$ cat src/rtl/vga_timing_gen.sv
// rtl/vga_timing_gen.sv - parametrised VGA raster timing generator and pixel output stage
//
// Purpose: free-running h/v raster counters drive registered sync, data-enable,
// position and colour outputs. Pixels are requested from an upstream FIFO
// REQ_LEAD cycles before they are displayed, or replaced by 8 colour bars when
// test mode is latched at the start of a frame.
//
// Ports:
//   clk, rst            pixel clock, synchronous active-high reset
//   din, din_valid      incoming pixel {blue,green,red} and its qualifier
//   test_mode           colour-bar select, takes effect at the next frame
//   data_req            one request per active pixel, REQ_LEAD cycles ahead
//   frame_sync          FRAME_SYNC_CYCLES pulse at the start of every frame
//   vga_hsync/vsync/de  raster timing to the DAC
//   vga_red/green/blue  colour fields
//   x_pos, y_pos        active pixel coordinates (0 outside active video)
//   underflow           sticky: a due pixel arrived without din_valid
module vga_timing_gen #(
  parameter int H_ACTIVE          = 1024,
  parameter int H_FP              = 24,
  parameter int H_SYNC            = 136,
  parameter int H_BP              = 160,
  parameter int V_ACTIVE          = 768,
  parameter int V_FP              = 3,
  parameter int V_SYNC            = 6,
  parameter int V_BP              = 29,
  parameter int HS_POL            = 0,
  parameter int VS_POL            = 0,
  parameter int R_W               = 5,
  parameter int G_W               = 6,
  parameter int B_W               = 5,
  parameter int REQ_LEAD          = 1,
  parameter int FRAME_SYNC_CYCLES = 4
) (
  input  logic                   clk,
  input  logic                   rst,
  input  logic [R_W+G_W+B_W-1:0] din,
  input  logic                   din_valid,
  input  logic                   test_mode,
  output logic                   data_req,
  output logic                   frame_sync,
  output logic                   vga_hsync,
  output logic                   vga_vsync,
  output logic                   vga_de,
  output logic [R_W-1:0]         vga_red,
  output logic [G_W-1:0]         vga_green,
  output logic [B_W-1:0]         vga_blue,
  output logic [11:0]            x_pos,
  output logic [11:0]            y_pos,
  output logic                   underflow
);

  localparam int PIX_W   = R_W + G_W + B_W;
  localparam int H_TOTAL = H_SYNC + H_BP + H_ACTIVE + H_FP;
  localparam int V_TOTAL = V_SYNC + V_BP + V_ACTIVE + V_FP;

  // 13-bit constants so that end-of-range values equal to 4096 still compare correctly
  localparam logic [12:0] H_ACT_START = 13'(H_SYNC + H_BP);
  localparam logic [12:0] H_ACT_END   = 13'(H_SYNC + H_BP + H_ACTIVE);
  localparam logic [12:0] H_LAST      = 13'(H_TOTAL - 1);
  localparam logic [12:0] H_SYNC_END  = 13'(H_SYNC);
  localparam logic [12:0] V_ACT_START = 13'(V_SYNC + V_BP);
  localparam logic [12:0] V_ACT_END   = 13'(V_SYNC + V_BP + V_ACTIVE);
  localparam logic [12:0] V_LAST      = 13'(V_TOTAL - 1);
  localparam logic [12:0] V_SYNC_END  = 13'(V_SYNC);
  localparam logic [12:0] FS_END      = 13'(FRAME_SYNC_CYCLES);
  localparam logic [12:0] LEAD        = 13'(REQ_LEAD);
  localparam logic [12:0] BAR_W       = 13'(H_ACTIVE / 8);
  localparam logic [11:0] X_ORIGIN    = 12'(H_SYNC + H_BP);
  localparam logic [11:0] Y_ORIGIN    = 12'(V_SYNC + V_BP);
  localparam logic        HS_ACT      = (HS_POL != 0);
  localparam logic        VS_ACT      = (VS_POL != 0);

  logic [11:0]      h_cnt_q, h_cnt_d;
  logic [11:0]      v_cnt_q, v_cnt_d;
  logic             tm_q, tm_d;
  logic             data_req_q, data_req_d;
  logic             frame_sync_q, frame_sync_d;
  logic             hsync_q, hsync_d;
  logic             vsync_q, vsync_d;
  logic             de_q, de_d;
  logic [PIX_W-1:0] pix_q, pix_d;
  logic [11:0]      x_q, x_d;
  logic [11:0]      y_q, y_d;
  logic             underflow_q, underflow_d;

  logic [12:0] h_ext, v_ext, h_req;
  logic        h_last, v_last, h_act, v_act, req_act;
  logic [11:0] x_off, y_off;
  logic [2:0]  bar_idx;

  always_comb begin
    h_ext   = {1'b0, h_cnt_q};
    v_ext   = {1'b0, v_cnt_q};
    h_req   = h_ext + LEAD;
    h_last  = (h_ext == H_LAST);
    v_last  = (v_ext == V_LAST);

    h_cnt_d = h_last ? 12'd0 : h_cnt_q + 12'd1;
    v_cnt_d = v_cnt_q;
    if (h_last) begin
      v_cnt_d = v_last ? 12'd0 : v_cnt_q + 12'd1;
    end

    // Test mode only changes at the frame origin so a frame is never mixed
    tm_d = (h_cnt_q == 12'd0 && v_cnt_q == 12'd0) ? test_mode : tm_q;

    h_act   = (h_ext >= H_ACT_START) && (h_ext < H_ACT_END);
    v_act   = (v_ext >= V_ACT_START) && (v_ext < V_ACT_END);
    // The lead is bounded by sync+back porch, so h_req never wraps into the next line
    req_act = (h_req >= H_ACT_START) && (h_req < H_ACT_END);

    de_d         = h_act && v_act;
    data_req_d   = req_act && v_act && !tm_q;
    hsync_d      = (h_ext < H_SYNC_END) ? HS_ACT : ~HS_ACT;
    vsync_d      = (v_ext < V_SYNC_END) ? VS_ACT : ~VS_ACT;
    frame_sync_d = (v_ext == 13'd0) && (h_ext < FS_END);

    x_off = h_cnt_q - X_ORIGIN;
    y_off = v_cnt_q - Y_ORIGIN;
    x_d   = de_d ? x_off : 12'd0;
    y_d   = de_d ? y_off : 12'd0;

    // Bar index by threshold compare instead of a divider
    bar_idx = 3'd0;
    for (int i = 1; i < 8; i++) begin
      if ({1'b0, x_off} >= 13'(i) * BAR_W) begin
        bar_idx = 3'(i);
      end
    end

    pix_d       = '0;
    underflow_d = underflow_q;
    if (de_d) begin
      if (tm_q) begin
        // white, yellow, cyan, green, magenta, red, blue, black
        pix_d = {{B_W{~bar_idx[0]}}, {G_W{~bar_idx[2]}}, {R_W{~bar_idx[1]}}};
      end else if (din_valid) begin
        pix_d = din;
      end else begin
        underflow_d = 1'b1;
      end
    end
  end

  always_ff @(posedge clk) begin
    if (rst) begin
      h_cnt_q      <= '0;
      v_cnt_q      <= '0;
      tm_q         <= 1'b0;
      data_req_q   <= 1'b0;
      frame_sync_q <= 1'b0;
      hsync_q      <= ~HS_ACT;
      vsync_q      <= ~VS_ACT;
      de_q         <= 1'b0;
      pix_q        <= '0;
      x_q          <= '0;
      y_q          <= '0;
      underflow_q  <= 1'b0;
    end else begin
      h_cnt_q      <= h_cnt_d;
      v_cnt_q      <= v_cnt_d;
      tm_q         <= tm_d;
      data_req_q   <= data_req_d;
      frame_sync_q <= frame_sync_d;
      hsync_q      <= hsync_d;
      vsync_q      <= vsync_d;
      de_q         <= de_d;
      pix_q        <= pix_d;
      x_q          <= x_d;
      y_q          <= y_d;
      underflow_q  <= underflow_d;
    end
  end

  assign data_req   = data_req_q;
  assign frame_sync = frame_sync_q;
  assign vga_hsync  = hsync_q;
  assign vga_vsync  = vsync_q;
  assign vga_de     = de_q;
  assign vga_red    = pix_q[R_W-1:0];
  assign vga_green  = pix_q[R_W +: G_W];
  assign vga_blue   = pix_q[R_W+G_W +: B_W];
  assign x_pos      = x_q;
  assign y_pos      = y_q;
  assign underflow  = underflow_q;

endmodule

$ cat config.mk
export PLATFORM = sky130hd
export DESIGN_NAME = vga_timing_gen
export DESIGN_NICKNAME = d
export VERILOG_FILES = /design/src/rtl/vga_timing_gen.sv
export SDC_FILE = /design/constraint.sdc
export NUM_CORES = 1
export LEC_CHECK = 0
export ABC_CLOCK_PERIOD_IN_PS = 2300
export BUFFER_PORTS_ARGS = -buffer_cell sky130_fd_sc_hd__buf_2
export CAP_MARGIN = 20
export CORE_MARGIN = 5
export CORE_UTILIZATION = 30
export DETAILED_ROUTE_END_ITERATION = 10
export GPL_TIMING_DRIVEN = 0
export SYNTH_ARGS = -nofsm -noshare
export SYNTH_HDL_FRONTEND = slang
export SYNTH_SLANG_ARGS = --single-unit
$ cat constraint.sdc
create_clock -name clk -period 2.3 [get_ports clk]
set_clock_uncertainty 0.05 [all_clocks]
set_input_delay 0.115 -clock clk [delete_from_list [all_inputs] [get_ports clk]]
set_output_delay 0.115 -clock clk [all_outputs]
set_load 0.02 [all_outputs]
# After elaboration in Yosys (flattened, before gate mapping)
# Cells that the tools add are included.
# W data, S select, Z words.
# word_totals
input_bits	20
register_bits	71
out_inout_bits	46
elab_cells	67
# classes
reduce_logical	14
eq_ne	2
n_bitwise	6
muxes	12
magnitude_cmp	16
addsub	5
# ops
cell	count
$ge A12 B10 Y1 const B	4
$ge A12 B9 Y1 const B	3
$mux W16	2
$add A12 B1 Y12 const B	2
$logic_not A12 Y1	2
$lt A12 B3 Y1 const B	2
$mux W3	6
$add A12 B1 Y13 const B	1
$ge A13 B9 Y1 const B	1
$lt A13 B11 Y1 const B	1
$eq A12 B10 Y1 const B	1
$eq A12 B11 Y1 const B	1
$ge A12 B6 Y1 const B	1
$ge A12 B8 Y1 const B	1
$lt A12 B10 Y1 const B	1
$lt A12 B11 Y1 const B	1
$lt A12 B8 Y1 const B	1
$mux W12	1
$sub A12 B6 Y12 const B	1
$sub A12 B9 Y12 const B	1
$logic_and A1 B1 Y1	8
$not A1 Y1	6
$reduce_or A2 Y1	2
$mux W1	3
other kinds (2)	2

# Longest topological paths before layout
# logic_depth
depth_word	11
depth_mapped	8
depth_no_buf	7

# Worst setup path before layout
# OpenSTA, ideal clock, no wires.
# synth_path
path_type	reg2reg
start	register v_cnt_q[0]
end	register x_q[11] (netlist: x_pos[11])
t_required_ns	2.163
stages_incl_launch_ff	9
setup_slack_ns	0.193
synth_period_minus_slack_ns	2.107
arrival_time_ns	1.969
setup_time_ns	0.087
n_path_buf	2
path_cell_list	dfxtp_1 > ha_1 > clkbuf_1 > o41ai_4 > a21oi_2 > a311oi_2 > nand4b_1 > buf_4 > nor4b_2
# synth_via
elab_chain_len	5
word_cells_on_any_way	6
cone_classes	order compare: 2; bitwise: 1; reduce/logical: 3
# synth_lines
element	line_no	source
start: declaration	75	logic [11:0] v_cnt_q, v_cnt_d;
start signal: assignment	162	v_cnt_q <= v_cnt_d;
$ge A12 B6 Y1 or $lt A12 B10 Y1 (tied branches)	109	v_act = (v_ext >= V_ACT_START) && (v_ext < V_ACT_END);
$logic_and A1 B1 Y1 (*)	109	
$logic_and A1 B1 Y1 (*)	113	de_d = h_act && v_act;
$not A1 Y1 (no line) (*)	-	
$reduce_or A2 Y1 (no line) (*)	-	
end signal: assignment	157	x_q <= '0;
end signal: assignment	170	x_q <= x_d;
end: declaration	83	logic [11:0] x_q, x_d;
# Mark *: on every way between the ends. The rest lies on a longest branch, timed or not.
# A chain may end at the register's enable or synchronous reset.

# Worst setup path in the final report
# layout_path
start	register h_cnt_q[6]
end	register data_req_q (netlist: data_req)
# layout_via
elab_chain_len	5
word_cells_on_any_way	6
cone_classes	add/sub: 1; order compare: 2; reduce/logical: 3
# layout_lines
element	line_no	source
start: declaration	74	logic [11:0] h_cnt_q, h_cnt_d;
start signal: assignment	161	h_cnt_q <= h_cnt_d;
$add A12 B1 Y13 (*)	95	h_req = h_ext + LEAD;
$ge A13 B9 Y1 or $lt A13 B11 Y1 (tied branches)	111	req_act = (h_req >= H_ACT_START) && (h_req < H_ACT_END);
$logic_and A1 B1 Y1 (*)	111	
$logic_and A1 B1 Y1 (*) (2 in a row)	114	data_req_d = req_act && v_act && !tm_q;
end signal: assignment	164	data_req_q <= data_req_d;
end: declaration	77	logic data_req_q, data_req_d;
# Marks and branches as above.

==> metrics.md <==
| Metric | Value |
|---|---|
| Reg-to-reg setup timing slack | `~0.11 ns` |
| CTS max path bufs | `2` |
| R2R depth | `6` |
| Area after DPL | `between 3000 and 4000 µm²` |
| Fillers | `slightly above 1000` |
| Top cell by count, worst path | `nand2_1` |
| Minimum clock period | `2.19 ns` |
| Vias | `roughly 2800` |
| Place WS | `-0.325 ns` |
| Synth Area in Compound Gates | `between 10% and 20%` |
| Synthesized area per cell | `8.73 µm²` |
| Pwr/cell area | `around 570 nW/µm²` |
| Largest family of logic cells by synthesized area | `simple AND/OR/NAND/NOR gates` |
| Antenna violations before repair | `0` |
| Setup tns final | `0 ns` |
| Proportion of synthesized area in mux cells | `less than 1%` |
| Dpl cells | `~560` |
| CTS Root Cell | `clkbuf_8` |
| Xor/xnor share of the synthesized area | `approximately 8%` |
| Layout overhead on the synthesized area | `30.0%` |
| Fin util | `between 30% and 40%` |
| Critical path capture point type | `register` |
| Critical Path AT | `2.39 ns` |
| Post-synthesis simple-gate area fraction | `a little over a quarter` |
| First-pass GRT wire length | `13400 µm` |
| Number of port buffers | `65` |
| Total Nets Final | `487` |
| Worst Hold Class | `input pin to register` |
| DRC errors left | `0` |
| Congestion Overflow GR | `0` |
| Mapped Area | `around 3200 µm²` |
| H-tree levels | `3` |
| Ys Warns | `0` |
| CP Class | `register to register` |
| Worst slew margin | `between 50% and 60%` |
| Final hold viol count | `0` |
| Die Ht | `113 µm` |
| Slowest stage delay, CP | `~0.59 ns` |
| Diodes inserted | `0` |
| Post-Synth Adder-Cell Area | `3.16%` |
| Clock slew at reported path FFs | `around 0.070 ns` |
| DRT antenna net count | `0` |
| Cell Count, Final, Fillers Out | `roughly 600` |
| Hold Startpoint | `rst` |
| # IOs | `66` |
| First drt pass iteration count | `4` |
| Buf/Inv on CP | `1` |
| Post-synth cell types | `52` |
| Main synth FF type | `dfxtp_1` |
| Die width | `between 100 and 150 µm` |
| WP data required | `2.50 ns` |
| Initial DRC count | `202` |
| CTS tree | `done` |
| Core area | `10300 µm²` |
| CP cell instances | `clkbuf_1, nand2_1, nor4_1, mux2i_1, nand2_1, a211oi_1` |
| Layout cell share with drive strength beyond 1 | `between 20% and 30%` |
| Final instance area | `about 4100 µm²` |
| Total CTS buffers | `9` |
| FP Rows | `37` |
| Initial Utilization | `between 30% and 40%` |
| Power Total | `2.34 mW` |
| Synthesized instance count | `363` |
| DP HPWL | `5730 µm` |
| Reg-to-reg startpoint | `h_cnt_q[6]` |
| Least-Margin Pin Slew | `about 0.65 ns` |
| Outcome | `complete, no violations` |
| Final worst path period share | `around 95%` |
| Footprint of the multi-input gates | `about 1600 µm²` |
| Wirelength per Cell | `13.6 µm` |
| Peak supply drop | `0.000331 V` |
| Peak Freq | `456 MHz` |
| # clock sinks | `71` |
| Final WL | `just over 8000 µm` |
| Critical-path top delay cell | `nor4_1` |
| GRT Total Usage | `approximately an eighth` |
| Asr flop ratio synth | `0%` |
| Syn Nets | `around 390` |
| Maxcap violations | `0` |
| Die ar. | `~13000 µm²` |
| Post-synth EDFFs | `0` |
| Hold Path Depth | `4` |
| Worst Slack Setup Final | `about 0.11 ns` |
| Minimum hold slack | `0.111 ns` |
| Hold EP | `v_cnt_q[1]` |
| Delay-heaviest family, CP | `simple AND/OR/NAND/NOR gates` |
| Final setup vio count | `0` |
| Synthesized flop and latch total | `71` |
| Seq/Total Area, Yosys | `between 40 and 50%` |
| Routability Congestion | `0.844` |
| Static leakage | `1.74 nW` |
| FF+latch area | `~1400 µm²` |
| Worst r2r dst | `data_req` |
| Vias in the first global route | `about 2800` |
| Worst-skew pair later-pin latency | `around 0.35 ns` |
| Max-slew violations | `0` |
| Worst-path fanout max | `10` |
| Largest net degree at the start of global routing | `13` |
| Critical path launch point type | `register` |
| DR vias/cell | `4.71` |
-- area by class of cell --
class                   count  share of cell area, %
well taps                 136                   4.13
inverters                  14                   1.27
clock inverters             6                   1.49
flip-flops and latches     71                   34.6
plain buffers              24                   2.88
multi-input cells         252                   39.7
clock buffers               9                   3.00
repair buffers             87                   12.9
-- synth_stat cells (9+ instances only) --
library cell	instances	share of area, %
a31oi_1	10	2.0
clkbuf_1	15	1.8
dfxtp_1	71	45
inv_1	14	1.7
nand2_1	32	3.8
nand3_1	13	2.1
nor2_1	52	6.2
nor3_1	11	1.7
xnor2_1	20	5.5
xor2_1	9	2.5
-- tightest hold or removal path, cell delays in order --
cell and delay [ns]:
buf_2 0.10, a41oi_1 0.11, nand2_1 0.09, a21oi_1 0.05
-- where the power goes --
| group | internal (mW) | leakage [nW] | total, mW | switching (mW) |
|---|---|---|---|---|
| sequential | 1.24 | 0.575 | 1.25 | 0.0115 |
| clock | 0.492 | 0.0953 | 0.971 | 0.479 |
| combinational | 0.0589 | 1.07 | 0.120 | 0.0613 |
| total | 1.79 | 1.74 | 2.34 | 0.551 |
-- layer usage --
layer | track usage, % | part of all wire [%] | vias to the layer above
li1 | - | - | 1431
met1 | 16.6 | 48 | 1287
met2 | 20.4 | 44 | 100
met3 | 4.39 | 7.6 | 5
met4 | 3.21 | 0.44 | 0
met5 | 0 | 0 | -
-- placed cells by master, fill, tap and decap left out, types with 8 or more instances in the layout --
| cell type | count |
|---|---|
| xnor2_1 | 20 |
| a21oi_1 | 8 |
| nand3_1 | 13 |
| xor2_1 | 9 |
| a31oi_1 | 10 |
| clkbuf_1 | 12 |
| nand2_1 | 32 |
| nor3_1 | 11 |
| dlygate4sd3_1 | 18 |
| and2_1 | 8 |
| dfxtp_1 | 68 |
| nor2_1 | 51 |
| clkbuf_8 | 9 |
| buf_2 | 72 |
| inv_1 | 14 |
-- worst max-delay path by stage --
| stage | startpoint | to | slack [ns] | cells past startpoint |
|---|---|---|---|---|
| after floorplan | v_cnt_q[0] | x_pos[11] | 0.19 | 8 |
| after global placement | h_cnt_q[3] | pix_q[7] | -0.29 | 8 |
| after detailed placement | h_cnt_q[3] | pix_q[8] | -0.32 | 8 |
| after CTS | h_cnt_q[5] | data_req | 0.04 | 6 |
| after global routing | h_cnt_q[4] | x_pos[2] | -0.02 | 8 |
| final | h_cnt_q[6] | data_req | 0.11 | 6 |
-- what timing repair did --
action,CTS,global route
hold buffers,18,0
resized for setup,5,19
setup endpoints to repair,50,58
pin swaps,3,3
setup buffers,3,0
hold endpoints to repair,18,0
cloned,0,1
-- flip-flops by register name (all words and copies together) (netlist names) --
name	cells
data_req	1
frame_sync	1
h_cnt_q	12
pix_q	16
tm_q	1
underflow	1
v_cnt_q	12
vga_de	1
vga_hsync	1
vga_vsync	1
x_pos	12
y_pos	12
-- cell families after synthesis --
logic type | Yosys count
buf+inv | 40
fa+ha+maj | 8
mux | 3
compound gates | 47
xor+xnor | 29
simple gates | 164
other cells | 1
flops | 71
No activity file was read; power rests on OpenSTA's default activity.
